File: src/rtl/instr_mem_pkg.sv
// Shared types and defaults for the synchronous instruction memory.
package instr_mem_pkg;

  typedef enum logic [1:0] {
    StClear = 2'd0,
    StIdle  = 2'd1,
    StProg  = 2'd2
  } instr_mem_state_e;

  localparam int unsigned DefAddrW = 4;
  localparam int unsigned DefDataW = 8;

  localparam logic [DefDataW-1:0] NopOpcode = 8'h00;

  // Even parity over a word of up to 64 bits; unused upper bits must be zero.
  function automatic logic even_parity(input logic [63:0] word);
    return ^word;
  endfunction

endpackage

File: src/rtl/instr_mem_array.sv
// One-write / one-read storage array with a registered, resettable read port.
module instr_mem_array #(
  parameter int unsigned AddrW = 4,
  parameter int unsigned Width = 8
) (
  input  logic             clk,
  input  logic             n_reset,
  input  logic             we,
  input  logic [AddrW-1:0] waddr,
  input  logic [Width-1:0] wdata,
  input  logic             re,
  input  logic [AddrW-1:0] raddr,
  output logic [Width-1:0] rdata
);

  localparam int unsigned Depth = 2 ** AddrW;

  logic [Width-1:0] mem_q [Depth];
  logic [Width-1:0] rdata_q;

  // Storage carries no reset; the clear sweep initialises it.
  always_ff @(posedge clk) begin
    if (we) begin
      mem_q[waddr] <= wdata;
    end
  end

  always_ff @(posedge clk or negedge n_reset) begin
    if (!n_reset) begin
      rdata_q <= '0;
    end else if (re) begin
      rdata_q <= mem_q[raddr];
    end
  end

  assign rdata = rdata_q;

endmodule

File: src/rtl/instr_mem_sync.sv
// Synchronous instruction memory: clear sweep, fetch port and program-load port.
// Define INSTR_MEM_PARITY_EN to store and check one even-parity bit per word.
module instr_mem_sync
  import instr_mem_pkg::*;
#(
  parameter int unsigned       ADDR_W   = DefAddrW,
  parameter int unsigned       DATA_W   = DefDataW,
  parameter logic [DATA_W-1:0] NOP_WORD = {DATA_W{1'b0}}
) (
  input  logic              clk,
  input  logic              n_reset,
  input  logic              fetch_req,
  input  logic [ADDR_W-1:0] fetch_addr,
  output logic              fetch_ready,
  output logic              fetch_valid,
  output logic [DATA_W-1:0] fetch_data,
  output logic              fetch_perr,
  input  logic              prog_en,
  input  logic              prog_we,
  input  logic [ADDR_W-1:0] prog_addr,
  input  logic [DATA_W-1:0] prog_data,
  output logic              busy
);

`ifdef INSTR_MEM_PARITY_EN
  localparam int unsigned WordW = DATA_W + 1;
`else
  localparam int unsigned WordW = DATA_W;
`endif

  instr_mem_state_e  state_q, state_d;
  logic [ADDR_W-1:0] clr_cnt_q, clr_cnt_d;
  logic              fetch_valid_q;
  logic              fetch_accept;

  logic              mem_we;
  logic [ADDR_W-1:0] mem_waddr;
  logic [DATA_W-1:0] mem_wdata;
  logic [WordW-1:0]  mem_wword;
  logic [WordW-1:0]  mem_rword;

  always_comb begin
    state_d     = state_q;
    clr_cnt_d   = clr_cnt_q;
    fetch_ready = 1'b0;
    busy        = 1'b0;
    mem_we      = 1'b0;
    mem_waddr   = prog_addr;
    mem_wdata   = prog_data;
    unique case (state_q)
      StClear: begin
        busy      = 1'b1;
        mem_we    = 1'b1;
        mem_waddr = clr_cnt_q;
        mem_wdata = NOP_WORD;
        clr_cnt_d = clr_cnt_q + ADDR_W'(1);
        if (clr_cnt_q == {ADDR_W{1'b1}}) begin
          state_d = StIdle;
        end
      end
      StIdle: begin
        // A loader request takes priority over a fetch in the same cycle.
        fetch_ready = !prog_en;
        if (prog_en) begin
          state_d = StProg;
        end
      end
      StProg: begin
        busy   = 1'b1;
        mem_we = prog_we;
        if (!prog_en) begin
          state_d = StIdle;
        end
      end
      default: begin
        state_d   = StClear;
        clr_cnt_d = '0;
      end
    endcase
  end

  assign fetch_accept = fetch_req && fetch_ready;

  always_ff @(posedge clk or negedge n_reset) begin
    if (!n_reset) begin
      state_q       <= StClear;
      clr_cnt_q     <= '0;
      fetch_valid_q <= 1'b0;
    end else begin
      state_q       <= state_d;
      clr_cnt_q     <= clr_cnt_d;
      fetch_valid_q <= fetch_accept;
    end
  end

`ifdef INSTR_MEM_PARITY_EN
  assign mem_wword  = {^mem_wdata, mem_wdata};
  // Read register resets to zero, so the check is quiet out of reset too.
  assign fetch_perr = fetch_valid_q & (mem_rword[DATA_W] ^ (^mem_rword[DATA_W-1:0]));
`else
  assign mem_wword  = mem_wdata;
  assign fetch_perr = 1'b0;
`endif

  instr_mem_array #(
    .AddrW (ADDR_W),
    .Width (WordW)
  ) u_array (
    .clk     (clk),
    .n_reset (n_reset),
    .we      (mem_we),
    .waddr   (mem_waddr),
    .wdata   (mem_wword),
    .re      (fetch_accept),
    .raddr   (fetch_addr),
    .rdata   (mem_rword)
  );

  assign fetch_valid = fetch_valid_q;
  assign fetch_data  = mem_rword[DATA_W-1:0];

endmodule

File: config.mk
export PLATFORM = sky130hd
export DESIGN_NAME = instr_mem_sync
export DESIGN_NICKNAME = d
export VERILOG_FILES = /design/src/rtl/instr_mem_pkg.sv /design/src/rtl/instr_mem_array.sv /design/src/rtl/instr_mem_sync.sv
export SDC_FILE = /design/constraint.sdc
export NUM_CORES = 1
export LEC_CHECK = 0
export ABC_AREA = 1
export BUFFER_PORTS_ARGS = -buffer_cell sky130_fd_sc_hd__buf_4
export CORE_MARGIN = 8
export CORE_UTILIZATION = 61
export DETAILED_ROUTE_END_ITERATION = 12
export MAX_ROUTING_LAYER = met4
export PLACE_DENSITY = 0.8
export SYNTH_ARGS = -nofsm -noshare
export SYNTH_HDL_FRONTEND = slang
export SYNTH_SLANG_ARGS = --single-unit
File: constraint.sdc
create_clock -name clk -period 2.7 [get_ports clk]
set_clock_uncertainty 0.2 [all_clocks]
set_input_delay 0.54 -clock clk [delete_from_list [all_inputs] [get_ports clk]]
set_output_delay 0.54 -clock clk [all_outputs]
set_load 0.1 [all_outputs]
==> flow_metrics.env <==
export IMPL_outcome="complete, no violations"
export IMPL_finalInstanceArea_um2=7150
export IMPL_path_class="flop to output pin"
export IMPL_cp_endpoint="busy"
export IMPL_post_route_util=0.731
export IMPL_drc=0
export IMPL_path_common_cell="inv_1"
export IMPL_max_cap_violations=0
export IMPL_globalRouteTotalUtil=0.238
export IMPL_netlist_area_leader_share=0.627
export IMPL_grt_max_degree=41
export IMPL_synth_cell_area_um2=6130
export IMPL_placed_area_um2=6510
export IMPL_synth_cells=560
export IMPL_final_nets=641
export IMPL_syn_nets=588
export IMPL_num_vias=4361
export IMPL_postCtsSetupBuffers=0
export IMPL_wl_met3_um=1270
export IMPL_maxUsedRoutingLayer="met4"
export IMPL_drive_above_1_share=0.152
export IMPL_max_freq_mhz=392
export IMPL_hpwlAfterDp_um=9330
export IMPL_io_buffers=31
export IMPL_cp_required_ns=1.96
export IMPL_boundaryPins=33
export IMPL_leakage_nw=2.94
export IMPL_min_path_type="input pin to flop"
export IMPL_drtIter0Drc=529
export IMPL_clk_pin_slew_worst_paths_ns=0.07
export IMPL_initial_core_util=0.627
export IMPL_cts_tree="yes"
export IMPL_ir_drop_uv=746
export IMPL_final_cells=759
export IMPL_dr_pass1_iters=6
export IMPL_dp_cells=726
export IMPL_setup_violations=0
export IMPL_cts_made_buffers=17
export IMPL_end_kind="output pin"
export IMPL_grt_pass1_wl_um=22600
export IMPL_cts_root_buf="clkbuf_8"
export IMPL_wl_met1_um=5590
export IMPL_critical_path_arrival_ns=1.81
export IMPL_worstSetupStartpointType="flop"
export IMPL_die_w_um=116
export IMPL_fin_crit_ns=2.55
export IMPL_critPathLaunch="state_q[0]"
export IMPL_path_max_fanout=11
export IMPL_wl_met2_um=7300
export IMPL_finalMaxSlewViolations=0
export IMPL_pwr_density_cell_nw_per_um2=1010
export IMPL_routedWlPerCell_um=19.2
export IMPL_seq_area_frac_synth=0.688
export IMPL_r2r_end="u_array.mem_q[6][3]"
export IMPL_overflow=0
export IMPL_dieArea_um2=13500
export IMPL_ys_warn_count=0
export IMPL_postSynthAreaPerCell_um2=10.9
export IMPL_htree_levels=4
export IMPL_hp_start="fetch_req"
export IMPL_std_cell_rows=36
export IMPL_diodes=0
export IMPL_power_mw=7.22
export IMPL_synth_seq_cells=143
export IMPL_grt_pass1_vias=4249
export IMPL_slew_limit_headroom=0.434
export IMPL_cts_num_sinks=143
export IMPL_tightest_slew_ns=0.845
export IMPL_max_stage_delay_ns=0.41
export IMPL_r2r_slack_ns=0.23
export IMPL_rsz0062_at_grt="no"
export IMPL_coreArea_um2=9770
export IMPL_antenna_found_initial=0
export IMPL_hold_viol=0
export IMPL_crit_slowest_cell="dfrtp_1"
export IMPL_clkLatencyLatePin_ns=0.53
export IMPL_fill_cells=622
export IMPL_drt_wl_total_um=14600
export IMPL_die_h_um=116
export IMPL_viasPerCell=5.75
export IMPL_period_share=0.945
export IMPL_cp_cell_sequence="inv_1 -> ha_2 -> nor2_1 -> inv_1 -> buf_6"
export IMPL_syn_to_final_growth_pct=16.6
export IMPL_yosys_area_top_type="edfxtp_1"
export IMPL_antenna_left=0
export IMPL_synth_area_leaders="edfxtp_1, nand2_1, nand3_1"
export IMPL_finalSetupTns_ns=0
export IMPL_gp_congestion=0.844
export IMPL_ys_types=18
export IMPL_r2r_start="state_q[0]"
export IMPL_ctsLongestPathBuffers=2
export IMPL_r2r_cells=7
report_power, final:
| group | internal [mW] | switching [mW] | total [mW] |
|---|---|---|---|
| Sequential | 2.83 | 0.0909 | 2.92 |
| Clock | 1.48 | 0.900 | 2.38 |
| Combinational | 0.436 | 1.47 | 1.91 |
| Total | 4.75 | 2.47 | 7.22 |
layout by cell type, fill, tap and decap left out:
cell type and instances:
inv_1 25, buf_4 59, buf_6 1, nand2_1 208
o22ai_1 1, clkinv_2 2, bufinv_16 2, clkinvlp_4 4
clkbuf_8 1, dfrtp_1 15, ha_1 6, inv_6 1
nand4_1 1, clkbuf_1 1, edfxtp_1 128, a21oi_1 5
nand3_1 100, inv_2 2, clkinv_1 1, clkinv_4 2
nor2_1 30, o21ai_0 8, clkbuf_16 19, conb_1 1
nand2_2 1, ha_2 1, dlygate4sd3_1 1
worst max-delay path, delay by kind of cell, from the launching register on:
family / cells / cell delay (ns)
adder cells (fa/ha/maj): 1 / 0.31
buffers and inverters: 3 / 0.44
AND/OR/NAND/NOR: 1 / 0.10
flip-flops: 1 / 0.41
cells by family (layout without fill, tap and decap cells):
kind of cell,after synthesis,in the layout,share of synthesized area
simple gates,340,340,0.229
fa+ha+maj,7,7,0.0143
compound gates,14,14,0.0116
flops,143,143,0.688
other cells,1,1,0.000612
buf+inv,55,121,0.0555
registers in the layout, indices dropped and copies added (netlist names):
register       count
state_q            2
u_array.mem_q    128
u_array.rdata      8
clr_cnt_q          4
fetch_valid        1
layout make-up:
type | instances | area [µm²] | area share
clock buffer | 21 | 493 | 0.0690
clock inverter | 11 | 126 | 0.0177
inverter | 28 | 105 | 0.0147
multi-input combinational | 362 | 1570 | 0.220
sequential | 143 | 4220 | 0.590
tap | 133 | 166 | 0.0233
timing repair buffer | 61 | 464 | 0.0650
metal layers:
| metal | track usage | vias up |
|---|---|---|
| met5 | - | - |
| met4 | 0.0933 | 0 |
| met3 | 0.0600 | 44 |
| met2 | 0.389 | 280 |
| met1 | 0.278 | 2041 |
| li1 | - | 1996 |
synthesized netlist by cell type:
cell	count
a21oi_1	5
o22ai_1	1
nand2_1	208
buf_6	12
o21ai_0	8
buf_2	5
edfxtp_1	128
dfrtp_1	15
inv_2	2
buf_4	10
clkinv_1	1
ha_1	7
nand2_2	1
inv_1	25
conb_1	1
nand4_1	1
nor2_1	30
nand3_1	100
what timing repair did:
| item | 4_1_cts | 5_1_grt |
|---|---|---|
| setup endpoints to repair | 0 | 33 |
| hold buffers | 1 | 0 |
| resized for setup | 0 | 2 |
| hold endpoints to repair | 15 | 0 |
per-stage QoR:
stage / hold slack (ns) / setup slack (ns)
finish: 0.191 / 0.150
global route: 0.201 / 0.0303
CTS: 0.170 / 0.00591
detailed placement: 0.207 / 0.191
global placement: 0.201 / 0.292
floorplan: 0.0444 / 0.455
how the worst min path moves through the flow:
| stage | endpoint | depth (start not counted) |
|---|---|---|
| final | u_array.rdata[5] | 4 |
| after global routing | u_array.rdata[3] | 4 |
| after CTS | u_array.rdata[5] | 4 |
| after detailed placement | u_array.rdata[1] | 1 |
| after global placement | u_array.rdata[5] | 1 |
| after floorplan | clr_cnt_q[0] | 0 |
Power figures use the tool's default switching activity.
